File: src/rtl/ctl_decode_stage.sv
// ID/EX control decode stage: decodes op/funct into the control bundle, holds it in a
// valid/ready register, sequences MULT/DIV occupancy of HI/LO and stalls HI/LO hazards.
module ctl_decode_stage #(
  parameter int unsigned MUL_LAT    = 4,
  parameter int unsigned DIV_LAT    = 32,
  parameter int unsigned CNT_W      = 6,
  parameter bit          ILLEGAL_EN = 1'b1
) (
  input  logic       clk,
  input  logic       reset,
  input  logic       instr_valid_i,
  input  logic [5:0] instr_op_ctl_i,
  input  logic [5:0] instr_funct_ctl_i,
  input  logic       flush_i,
  input  logic       ex_ready_i,
  output logic       stall_o,
  output logic       ctl_valid_o,
  output logic       reg_src_ctl_o,
  output logic       reg_dst_ctl_o,
  output logic       jump_ctl_o,
  output logic       branch_ctl_o,
  output logic       mem_read_ctl_o,
  output logic       mem_to_reg_ctl_o,
  output logic       mem_wr_ctl_o,
  output logic       reg_wr_ctl_o,
  output logic       sign_ext_ctl_o,
  output logic [5:0] alu_op_ctl_o,
  output logic [2:0] alu_src_ctl_o,
  output logic       illegal_o,
  output logic       md_start_o,
  output logic [1:0] md_op_o,
  output logic       md_busy_o
);

  localparam logic [5:0] OpRtype = 6'h00, OpRegimm = 6'h01, OpJ    = 6'h02, OpJal  = 6'h03;
  localparam logic [5:0] OpBeq   = 6'h04, OpBne    = 6'h05, OpBlez = 6'h06, OpBgtz = 6'h07;
  localparam logic [5:0] OpAddi  = 6'h08, OpAddiu  = 6'h09, OpSlti = 6'h0A, OpSltiu = 6'h0B;
  localparam logic [5:0] OpAndi  = 6'h0C, OpOri    = 6'h0D, OpXori = 6'h0E, OpLui  = 6'h0F;
  localparam logic [5:0] OpLb    = 6'h20, OpLh     = 6'h21, OpLw   = 6'h23, OpLbu  = 6'h24;
  localparam logic [5:0] OpLhu   = 6'h25, OpSb     = 6'h28, OpSh   = 6'h29, OpSw   = 6'h2B;

  localparam logic [5:0] FnSll  = 6'h00, FnSrl  = 6'h02, FnSra   = 6'h03, FnSllv  = 6'h04;
  localparam logic [5:0] FnSrlv = 6'h06, FnSrav = 6'h07, FnJr    = 6'h08, FnJalr  = 6'h09;
  localparam logic [5:0] FnSys  = 6'h0C, FnMfhi = 6'h10, FnMthi  = 6'h11, FnMflo  = 6'h12;
  localparam logic [5:0] FnMtlo = 6'h13, FnMult = 6'h18, FnMultu = 6'h19, FnDiv   = 6'h1A;
  localparam logic [5:0] FnDivu = 6'h1B, FnAdd  = 6'h20, FnAddu  = 6'h21, FnSub   = 6'h22;
  localparam logic [5:0] FnSubu = 6'h23, FnAnd  = 6'h24, FnOr    = 6'h25, FnXor   = 6'h26;
  localparam logic [5:0] FnNor  = 6'h27, FnSlt  = 6'h2A, FnSltu  = 6'h2B;

  localparam logic [5:0] AluAdd = 6'b000000, AluSub = 6'b000001, AluSll  = 6'b000010;
  localparam logic [5:0] AluSrl = 6'b000100, AluSra = 6'b000110, AluOr   = 6'b001000;
  localparam logic [5:0] AluAnd = 6'b010000, AluNor = 6'b011000, AluXor  = 6'b100000;
  localparam logic [5:0] AluSlt = 6'b101001, AluSltu = 6'b110001;

  localparam logic [2:0] SrcRf = 3'b000, SrcImm = 3'b001, SrcShamt = 3'b010, SrcZero = 3'b100;

  typedef struct packed {
    logic       reg_src;
    logic       reg_dst;
    logic       jump;
    logic       branch;
    logic       mem_read;
    logic       mem_to_reg;
    logic       mem_wr;
    logic       reg_wr;
    logic       sign_ext;
    logic [5:0] alu_op;
    logic [2:0] alu_src;
    logic       illegal;
    logic       is_md;
    logic [1:0] md_op;
  } ctl_t;

  ctl_t             w_dec, w_ctl_d, r_ctl;
  logic             w_hilo, w_bad, w_valid_d, r_valid;
  logic             w_accept, w_handoff, w_md_start;
  logic [CNT_W-1:0] w_cnt_d, r_cnt;

  // Combinational decode of the incoming op/funct into a control bundle.
  always_comb begin
    w_dec  = '0;
    w_hilo = 1'b0;
    w_bad  = 1'b0;
    unique case (instr_op_ctl_i)
      OpRtype: begin
        w_dec.reg_dst = 1'b1;
        w_dec.reg_wr  = 1'b1;
        unique case (instr_funct_ctl_i)
          FnSll:  begin w_dec.reg_src = 1'b1; w_dec.alu_op = AluSll; w_dec.alu_src = SrcShamt; end
          FnSrl:  begin w_dec.reg_src = 1'b1; w_dec.alu_op = AluSrl; w_dec.alu_src = SrcShamt; end
          FnSra:  begin w_dec.reg_src = 1'b1; w_dec.alu_op = AluSra; w_dec.alu_src = SrcShamt; end
          // Variable shifts take the amount from a register, so B stays on the rf port.
          FnSllv: begin w_dec.reg_src = 1'b1; w_dec.alu_op = AluSll; end
          FnSrlv: begin w_dec.reg_src = 1'b1; w_dec.alu_op = AluSrl; end
          FnSrav: begin w_dec.reg_src = 1'b1; w_dec.alu_op = AluSra; end
          FnJr, FnJalr: ;
          FnSys:  w_dec.reg_wr = 1'b0;
          FnMfhi, FnMthi, FnMflo, FnMtlo: w_hilo = 1'b1;
          FnMult, FnMultu, FnDiv, FnDivu: begin
            w_hilo       = 1'b1;
            w_dec.is_md  = 1'b1;
            w_dec.md_op  = instr_funct_ctl_i[1:0];
          end
          FnAdd, FnAddu: w_dec.alu_op = AluAdd;
          FnSub, FnSubu: w_dec.alu_op = AluSub;
          FnAnd:  w_dec.alu_op = AluAnd;
          FnOr:   w_dec.alu_op = AluOr;
          FnXor:  w_dec.alu_op = AluXor;
          FnNor:  w_dec.alu_op = AluNor;
          FnSlt:  w_dec.alu_op = AluSlt;
          FnSltu: w_dec.alu_op = AluSltu;
          default: w_bad = 1'b1;
        endcase
      end
      OpRegimm: begin
        w_dec.branch = 1'b1; w_dec.sign_ext = 1'b1; w_dec.alu_op = AluSub; w_dec.alu_src = SrcZero;
      end
      OpJ:   w_dec.jump = 1'b1;
      OpJal: begin w_dec.jump = 1'b1; w_dec.reg_wr = 1'b1; end
      OpBeq, OpBne: begin w_dec.branch = 1'b1; w_dec.sign_ext = 1'b1; w_dec.alu_op = AluSub; end
      OpBlez, OpBgtz: begin w_dec.branch = 1'b1; w_dec.sign_ext = 1'b1; w_dec.alu_src = SrcZero; end
      OpAddi, OpAddiu, OpSlti, OpSltiu, OpAndi, OpOri, OpXori, OpLui: begin
        w_dec.alu_src  = SrcImm;
        w_dec.reg_wr   = 1'b1;
        w_dec.sign_ext = 1'b1;
        unique case (instr_op_ctl_i)
          OpSlti:  w_dec.alu_op = AluSlt;
          OpSltiu: w_dec.alu_op = AluSltu;
          OpAndi:  begin w_dec.alu_op = AluAnd; w_dec.sign_ext = 1'b0; end
          OpOri:   begin w_dec.alu_op = AluOr;  w_dec.sign_ext = 1'b0; end
          OpXori:  begin w_dec.alu_op = AluXor; w_dec.sign_ext = 1'b0; end
          default: w_dec.alu_op = AluAdd;
        endcase
      end
      OpLb, OpLh, OpLw, OpLbu, OpLhu: begin
        w_dec.mem_read = 1'b1; w_dec.mem_to_reg = 1'b1; w_dec.reg_wr = 1'b1;
        w_dec.sign_ext = 1'b1; w_dec.alu_src = SrcImm;
      end
      OpSb, OpSh, OpSw: begin
        w_dec.mem_wr = 1'b1; w_dec.sign_ext = 1'b1; w_dec.alu_src = SrcImm;
      end
      default: w_bad = 1'b1;
    endcase
    // Undecodable: squash every side effect so EX treats it as a bubble plus a flag.
    if (w_bad) begin
      w_dec         = '0;
      w_dec.illegal = ILLEGAL_EN;
      w_hilo        = 1'b0;
    end
  end

  // Handshake: hold while EX is stalled, HI/LO consumers wait for the MULT/DIV unit.
  always_comb begin
    stall_o    = (r_valid & ~ex_ready_i) |
                 (instr_valid_i & w_hilo & ((r_cnt != '0) | (r_valid & r_ctl.is_md)));
    w_accept   = instr_valid_i & ~stall_o & ~flush_i;
    w_handoff  = r_valid & ex_ready_i;
    w_md_start = w_handoff & r_ctl.is_md & ~flush_i;
  end

  // Next state of the stage register; flush wins, and empty slots are zeroed.
  always_comb begin
    w_valid_d = r_valid;
    w_ctl_d   = r_ctl;
    if (flush_i) begin
      w_valid_d = 1'b0;
      w_ctl_d   = '0;
    end else if (w_accept) begin
      w_valid_d = 1'b1;
      w_ctl_d   = w_dec;
    end else if (w_handoff) begin
      w_valid_d = 1'b0;
      w_ctl_d   = '0;
    end
  end

  // Occupancy counter: loads on handoff of a MULT/DIV, otherwise runs down to zero.
  always_comb begin
    w_cnt_d = r_cnt;
    if (w_md_start) begin
      w_cnt_d = r_ctl.md_op[1] ? CNT_W'(DIV_LAT) : CNT_W'(MUL_LAT);
    end else if (r_cnt != '0) begin
      w_cnt_d = r_cnt - CNT_W'(1);
    end
  end

  // Stage register and sequencer state.
  always_ff @(posedge clk or posedge reset) begin
    if (reset) begin
      r_valid <= 1'b0;
      r_ctl   <= '0;
      r_cnt   <= '0;
    end else begin
      r_valid <= w_valid_d;
      r_ctl   <= w_ctl_d;
      r_cnt   <= w_cnt_d;
    end
  end

  // Registered outputs.
  always_comb begin
    ctl_valid_o      = r_valid;
    reg_src_ctl_o    = r_ctl.reg_src;
    reg_dst_ctl_o    = r_ctl.reg_dst;
    jump_ctl_o       = r_ctl.jump;
    branch_ctl_o     = r_ctl.branch;
    mem_read_ctl_o   = r_ctl.mem_read;
    mem_to_reg_ctl_o = r_ctl.mem_to_reg;
    mem_wr_ctl_o     = r_ctl.mem_wr;
    reg_wr_ctl_o     = r_ctl.reg_wr;
    sign_ext_ctl_o   = r_ctl.sign_ext;
    alu_op_ctl_o     = r_ctl.alu_op;
    alu_src_ctl_o    = r_ctl.alu_src;
    illegal_o        = r_ctl.illegal;
    md_start_o       = w_md_start;
    md_op_o          = w_md_start ? r_ctl.md_op : 2'b00;
    md_busy_o        = (r_cnt != '0);
  end

endmodule

File: config.mk
export PLATFORM = sky130hd
export DESIGN_NAME = ctl_decode_stage
export DESIGN_NICKNAME = d
export VERILOG_FILES = /design/src/rtl/ctl_decode_stage.sv
export SDC_FILE = /design/constraint.sdc
export NUM_CORES = 1
export LEC_CHECK = 0
export CAP_MARGIN = 0
export CORE_ASPECT_RATIO = 0.6
export CORE_MARGIN = 4
export CORE_UTILIZATION = 54
export DETAILED_ROUTE_END_ITERATION = 8
export PLACE_DENSITY = 0.92
export SYNTH_ARGS = -nofsm -noshare
export SYNTH_HDL_FRONTEND = slang
export SYNTH_SLANG_ARGS = --single-unit
File: constraint.sdc
create_clock -name clk -period 3.35 [get_ports clk]
set_clock_uncertainty 0.05 [all_clocks]
set_input_delay 0.5025 -clock clk [delete_from_list [all_inputs] [get_ports clk]]
set_output_delay 0.5025 -clock clk [all_outputs]
set_load 0.05 [all_outputs]
==> results of run 1 <==
==> final timing paths <==
kind | cells after the start | from | endpoint | slack (ns)
worst max-delay path | 6 | r_cnt[0] | md_busy_o | 0.32
worst min-delay path | 1 | alu_src_ctl_o[0] | alu_src_ctl_o[0] | 0.44
worst max register to register | 8 | r_cnt[0] | r_ctl[2] | 0.91
worst min register to register | 1 | alu_src_ctl_o[0] | alu_src_ctl_o[0] | 0.44
max in group asynchronous | 3 | reset | sign_ext_ctl_o | 2.45
min in group asynchronous | 3 | reset | alu_src_ctl_o[1] | 0.54
==> synthesized netlist by cell type (2+ instances only) <==
master | count | share of area, %
buf_4 | 10 | 4.0
a21oi_1 | 5 | 1.3
nor3b_1 | 3 | 1.2
mux2i_1 | 2 | 1.1
buf_2 | 2 | 0.53
inv_1 | 8 | 1.6
nor4_1 | 2 | 0.66
nor2_1 | 10 | 2.0
and2_1 | 2 | 0.66
nor3_1 | 7 | 1.9
a211oi_1 | 3 | 1.2
nand2_1 | 18 | 3.6
o21a_1 | 3 | 1.2
o31ai_1 | 2 | 0.80
buf_6 | 4 | 2.4
clkbuf_1 | 6 | 1.2
and3_1 | 3 | 1.0
nand2b_1 | 10 | 3.3
nor2b_1 | 3 | 1.0
dfrtp_1 | 28 | 37
a21o_1 | 4 | 1.6
a22o_1 | 11 | 5.1
nand3_1 | 2 | 0.53
a32o_1 | 10 | 5.3
nor3_4 | 3 | 2.6
o21ai_0 | 9 | 2.4
xor2_1 | 3 | 1.4
==> cell families (layout without fill, tap and decap cells) <==
kind of cell,count (synthesis),count (layout),synth area share [%]
AND/OR/NAND/NOR,70,70,21.8
buffers and inverters,30,63,9.69
multiplexers,2,2,1.06
flip-flops,28,28,37.2
XOR/XNOR,4,4,1.86
adder cells (fa/ha/maj),1,1,0.663
AO/OA/AOI/OAI,61,61,27.7
==> through the flow <==
step	hold WS (ns)	std cells
after floorplan	0.390	196
after CTS	0.443	274
after global placement	0.410	270
final	0.443	274
after global routing	0.467	274
after detailed placement	0.420	270
==> power breakdown <==
| part | switching, mW | internal [mW] | total [mW] | leakage (nW) |
|---|---|---|---|---|
| clock | 0.106 | 0.160 | 0.266 | 0.0357 |
| combinational | 0.166 | 0.134 | 0.300 | 0.588 |
| sequential | 0.0506 | 0.380 | 0.431 | 0.377 |
==> registers in the layout, indices dropped and copies added, names as in the netlist, 3 cells and up <==
signal / count
alu_op_ctl_o: 6
r_cnt: 6
r_ctl: 3
alu_src_ctl_o: 3
==> cell usage in the layout (no fill, tap or decap), types with 4 or more instances in the layout <==
master,instances
clkdlybuf4s50_1,38
dfrtp_1,28
nand2_1,18
buf_4,12
a22o_1,11
nor2_1,10
nand2b_1,10
a32o_1,10
o21ai_0,9
inv_1,8
nor3_1,7
a21oi_1,5
a21o_1,4
==> per-layer routing <==
layer  track usage, %  share of wire (%)  wire [µm]
met5                0                  0          0
met4             4.55               0.39         18
met3             4.59                8.7        408
met2             32.2                 43       1990
met1             31.9                 48       2260
==> layout make-up <==
| type | instances | share of cell area, % |
|---|---|---|
| clock inverter | 1 | 1.28 |
| multi-input combinational | 138 | 42.6 |
| inverter | 8 | 1.28 |
| sequential | 28 | 29.8 |
| clock buffer | 3 | 1.76 |
| timing repair buffer | 51 | 20.9 |
| tap | 45 | 2.39 |
==> results.yml, run 1 <==
synth:
  synth_edf_count: 0
  ys_ff_latch: 28
  async_flop_share_pct: 100
  syn-num-nets: 214
  synth.avg_cell_area_um2: 9.62
  yosys_warnings: 0
  synth_area_um2: 1890
  yosysSeqAreaShare_pct: 37.2
  synthFlopType: "dfrtp_1"
  syn_inst: 196
  yosysUniqueCellTypes: 50
worst_setup_path:
  crit_chain: "inv_1, ha_1, or3b_4, nor3_4, inv_1, clkdlybuf4s50_1"
  worstSetupPathType: "reg -> out"
  crit_family: "buffers and inverters"
  crit_fanout: 6
  setup.worst_path.start_class: "register"
  critPathSlowestCell: "clkdlybuf4s50_1"
  required_ns: 2.80
  worstPathArrival_ns: 2.48
  crit_buf_inv: 3
  end_kind: "output port"
  path_common_cell: "inv_1"
  cp_slowest_stage_delay_ns: 0.74
routing:
  vias: 1645
  firstDrtPassIters: 4
  avgRoutedWirePerCell_um: 17.0
  drt_wl_total_um: 4670
  viasPerCell: 6.00
  drt_iter0_markers: 189
  drc: 0
  ant_nets: 0
placement:
  dpl.hpwl_um: 3380
  gp_congestion: 0.854
  dp_slack_ns: 0.496
  place_area_um2: 2280
  io_buffer_count: 41
power_and_ir_drop:
  peakVddDrop_uv: 288
  power_density_nw_per_um2: 424
  power_mw: 0.997
  power.leakage_nw: 1.00
floorplanning:
  io_pins: 42
  die_x_um: 84.3
  coreArea_um2: 3300
  die_h_um: 53.8
  start_util_pct: 57.1
  dieArea_um2: 4530
  core.rowCount: 16
clock_tree:
  cts_tree: "yes"
  cts.path.max_buffers: 2
  holdBufCountCts: 0
  post_cts_resized: 0
  post_cts_buffers: 0
  clockRootBuffer: "clkbuf_8"
  htreeDepth: 1
  clk-insertion-delay-late_ns: 0.27
  cts_sinks: 28
  path_clk_slew_ns: 0.09
  numCtsBuffers: 3
timing:
  finalCritPeriodShare_pct: 90.4
  rsz0062_at_grt: "false"
  maxSlewHeadroom_pct: 62.7
  fin_crit_ns: 3.03
  fin_ws_ns: 0.320
  fmax_mhz: 330
  final_max_slew_viol_count: 0
  setup_tns_ns: 0
  setup_viol: 0
  tightest_slew_ns: 0.558
  hold_violations: 0
run:
  drv_cap: 0
layout:
  syn_to_final_growth_pct: 24.7
  num-fill-cells: 274
  multi_input_area_um2: 1000
  finalInstanceArea_um2: 2350
  layout.nets: 248
  final_util_pct: 71.2
  antenna_cells: 0
  seq_area_um2: 701
  drive_gt1_share_pct: 13.1
global_routing:
  grt_pass1_wl_um: 7650
  track_usage_pct: 21.5
  grt_max_degree: 29
  grt_remaining_overflow: 0
  antenna_found_initial: 0
  first_global_vias: 1586
hold_path:
  min_path_type: "reg -> reg"
outcome:
  status: "completed"
No activity file was read; power rests on OpenSTA's default activity.
==> run 2, diff against run 1 <==
--- a/config.mk
+++ b/config.mk
@@ -11,6 +11,7 @@
 export CORE_UTILIZATION = 54
 export DETAILED_ROUTE_END_ITERATION = 8
 export PLACE_DENSITY = 0.92
+export SLEW_MARGIN = 40
 export SYNTH_ARGS = -nofsm -noshare
 export SYNTH_HDL_FRONTEND = slang
 export SYNTH_SLANG_ARGS = --single-unit
==> results of run 2 <==
No change in the layout: final DEF, timing and power equal those of run 1.
==> run 3, diff against run 2 <==
--- a/config.mk
+++ b/config.mk
@@ -6,9 +6,11 @@
 export NUM_CORES = 1
 export LEC_CHECK = 0
 export CAP_MARGIN = 0
+export CELL_PAD_IN_SITES_DETAIL_PLACEMENT = 1
+export CELL_PAD_IN_SITES_GLOBAL_PLACEMENT = 1
 export CORE_ASPECT_RATIO = 0.6
 export CORE_MARGIN = 4
-export CORE_UTILIZATION = 54
+export CORE_UTILIZATION = 41
 export DETAILED_ROUTE_END_ITERATION = 8
 export PLACE_DENSITY = 0.92
 export SLEW_MARGIN = 40
==> results.yml, run 3 (synthesis gave the netlist of run 1 again) <==
clock_tree:
  clockRootBuffer: "clkbuf_8"
  post_cts_resized: 0
  clk-insertion-delay-late_ns: 0.28
  holdBufCountCts: 0
  post_cts_buffers: 0
  path_clk_slew_ns: 0.10
  cts.path.max_buffers: 2
  cts_sinks: 28
  numCtsBuffers: 3
  htreeDepth: 1
  cts_tree: "yes"
layout:
  final_util_pct: 55.1
  syn_to_final_growth_pct: 25.1
  antenna_cells: 0
  finalInstanceArea_um2: 2360
  stdcell_count: 290
  layout_commonest_cell: "clkdlybuf4s50_1"
  final_cell_mix: "clkdlybuf4s50_1 (37), dfrtp_1 (28), nand2_1 (18)"
  layout.nets: 249
  drive_gt1_share_pct: 13.9
  multi_input_area_um2: 1000
  seq_area_um2: 701
  num-fill-cells: 474
routing:
  drc: 0
  drt_wl_total_um: 5290
  firstDrtPassIters: 4
  vias: 1676
  viasPerCell: 5.78
  avgRoutedWirePerCell_um: 18.2
  drt_iter0_markers: 136
  ant_nets: 0
power_and_ir_drop:
  power.leakage_nw: 1.00
  peakVddDrop_uv: 312
  power_density_nw_per_um2: 404
floorplanning:
  dieArea_um2: 5780
  die_h_um: 60.5
  coreArea_um2: 4280
  die_x_um: 95.6
  core.rowCount: 18
  io_pins: 42
  start_util_pct: 44.1
worst_setup_path:
  worstSetupPathType: "reg -> out"
  cp-startpoint: "r_cnt[0]"
  r2r-end: "r_ctl[2]"
  reg2reg_depth: 8
  crit_fanout: 6
  r2r_start: "r_cnt[0]"
  worstPathArrival_ns: 2.52
  r2r_slack_ns: 0.93
  required_ns: 2.80
  end_kind: "output port"
  setup.worst_path.start_class: "register"
outcome:
  status: "completed"
run:
  drv_cap: 0
global_routing:
  grt_max_degree: 29
  antenna_found_initial: 0
  grt_remaining_overflow: 0
  grt_pass1_wl_um: 8680
  first_global_vias: 1684
  track_usage_pct: 19.5
hold_path:
  hold_start: "alu_src_ctl_o[0]"
  min_path_cells: 1
  hold_path_end: "alu_src_ctl_o[0]"
  min_path_type: "reg -> reg"
placement:
  place_area_um2: 2300
  place_inst: 286
  gp_congestion: 0.856
  dpl.hpwl_um: 3900
  io_buffer_count: 41
timing:
  final_max_slew_viol_count: 0
  tightest_slew_ns: 0.511
  fmax_mhz: 325
  maxSlewHeadroom_pct: 65.8
  setup_tns_ns: 0
  setup_viol: 0
  holdWs_ns: 0.444
  finalCritPeriodShare_pct: 91.7
  hold_violations: 0
  rsz0062_at_grt: "false"
  fin_crit_ns: 3.07
==> run 3: cell types whose count changed in the layout (fill, tap and decap cells not counted) <==
| cell | change |
|---|---|
| buf_4 | +2 |
| bufinv_16 | -1 |
| clkbuf_8 | +1 |
| clkdlybuf4s50_1 | -1 |
==> run 3: critical path, stage by stage (launching register included) <==
cell             delay, ns
dfrtp_1               0.39
inv_1                 0.09
ha_1                  0.18
or3b_4                0.43
nor3_4                0.23
inv_1                 0.18
clkdlybuf4s50_1       0.74
==> run 3: worst max-delay path by stage <==
stage                  to  depth (start not counted)  slack (ns)
2_1_floorplan  md_op_o[1]                          3        0.44
3_3_place_gp      stall_o                          7        0.55
3_5_place_dp      stall_o                          7        0.48
4_1_cts         md_busy_o                          6        0.26
5_1_grt         md_busy_o                          6        0.16
6_report        md_busy_o                          6        0.28
==> run 3: layout make-up <==
class                   instances  area share [%]
inverters                       8            1.27
multi-input cells             138            42.5
clock buffers                   4            2.33
repair buffers                 52            21.0
flip-flops and latches         28            29.7
well taps                      60            3.18
==> run 3: power by group <==
group | internal, mW | total (mW) | switching [mW]
clock network | 0.105 | 0.214 | 0.109
registers | 0.380 | 0.433 | 0.0525
logic | 0.134 | 0.306 | 0.172
total | 0.619 | 0.953 | 0.334
==> run 3: routing by layer <==
layer | track usage [%] | share of wire [%]
met5 | 0 | 0
met1 | 28.2 | 49
met3 | 5.82 | 6.9
met2 | 30.2 | 44
met4 | 1.82 | 0.51
==> run 3: metrics by stage <==
stage	total power [mW]	worst slack [ns]
after global routing	1.01	0.160
after global placement	0.728	0.551
after CTS	0.961	0.264
after detailed placement	0.741	0.476
after floorplan	0.648	0.441
final	0.953	0.277
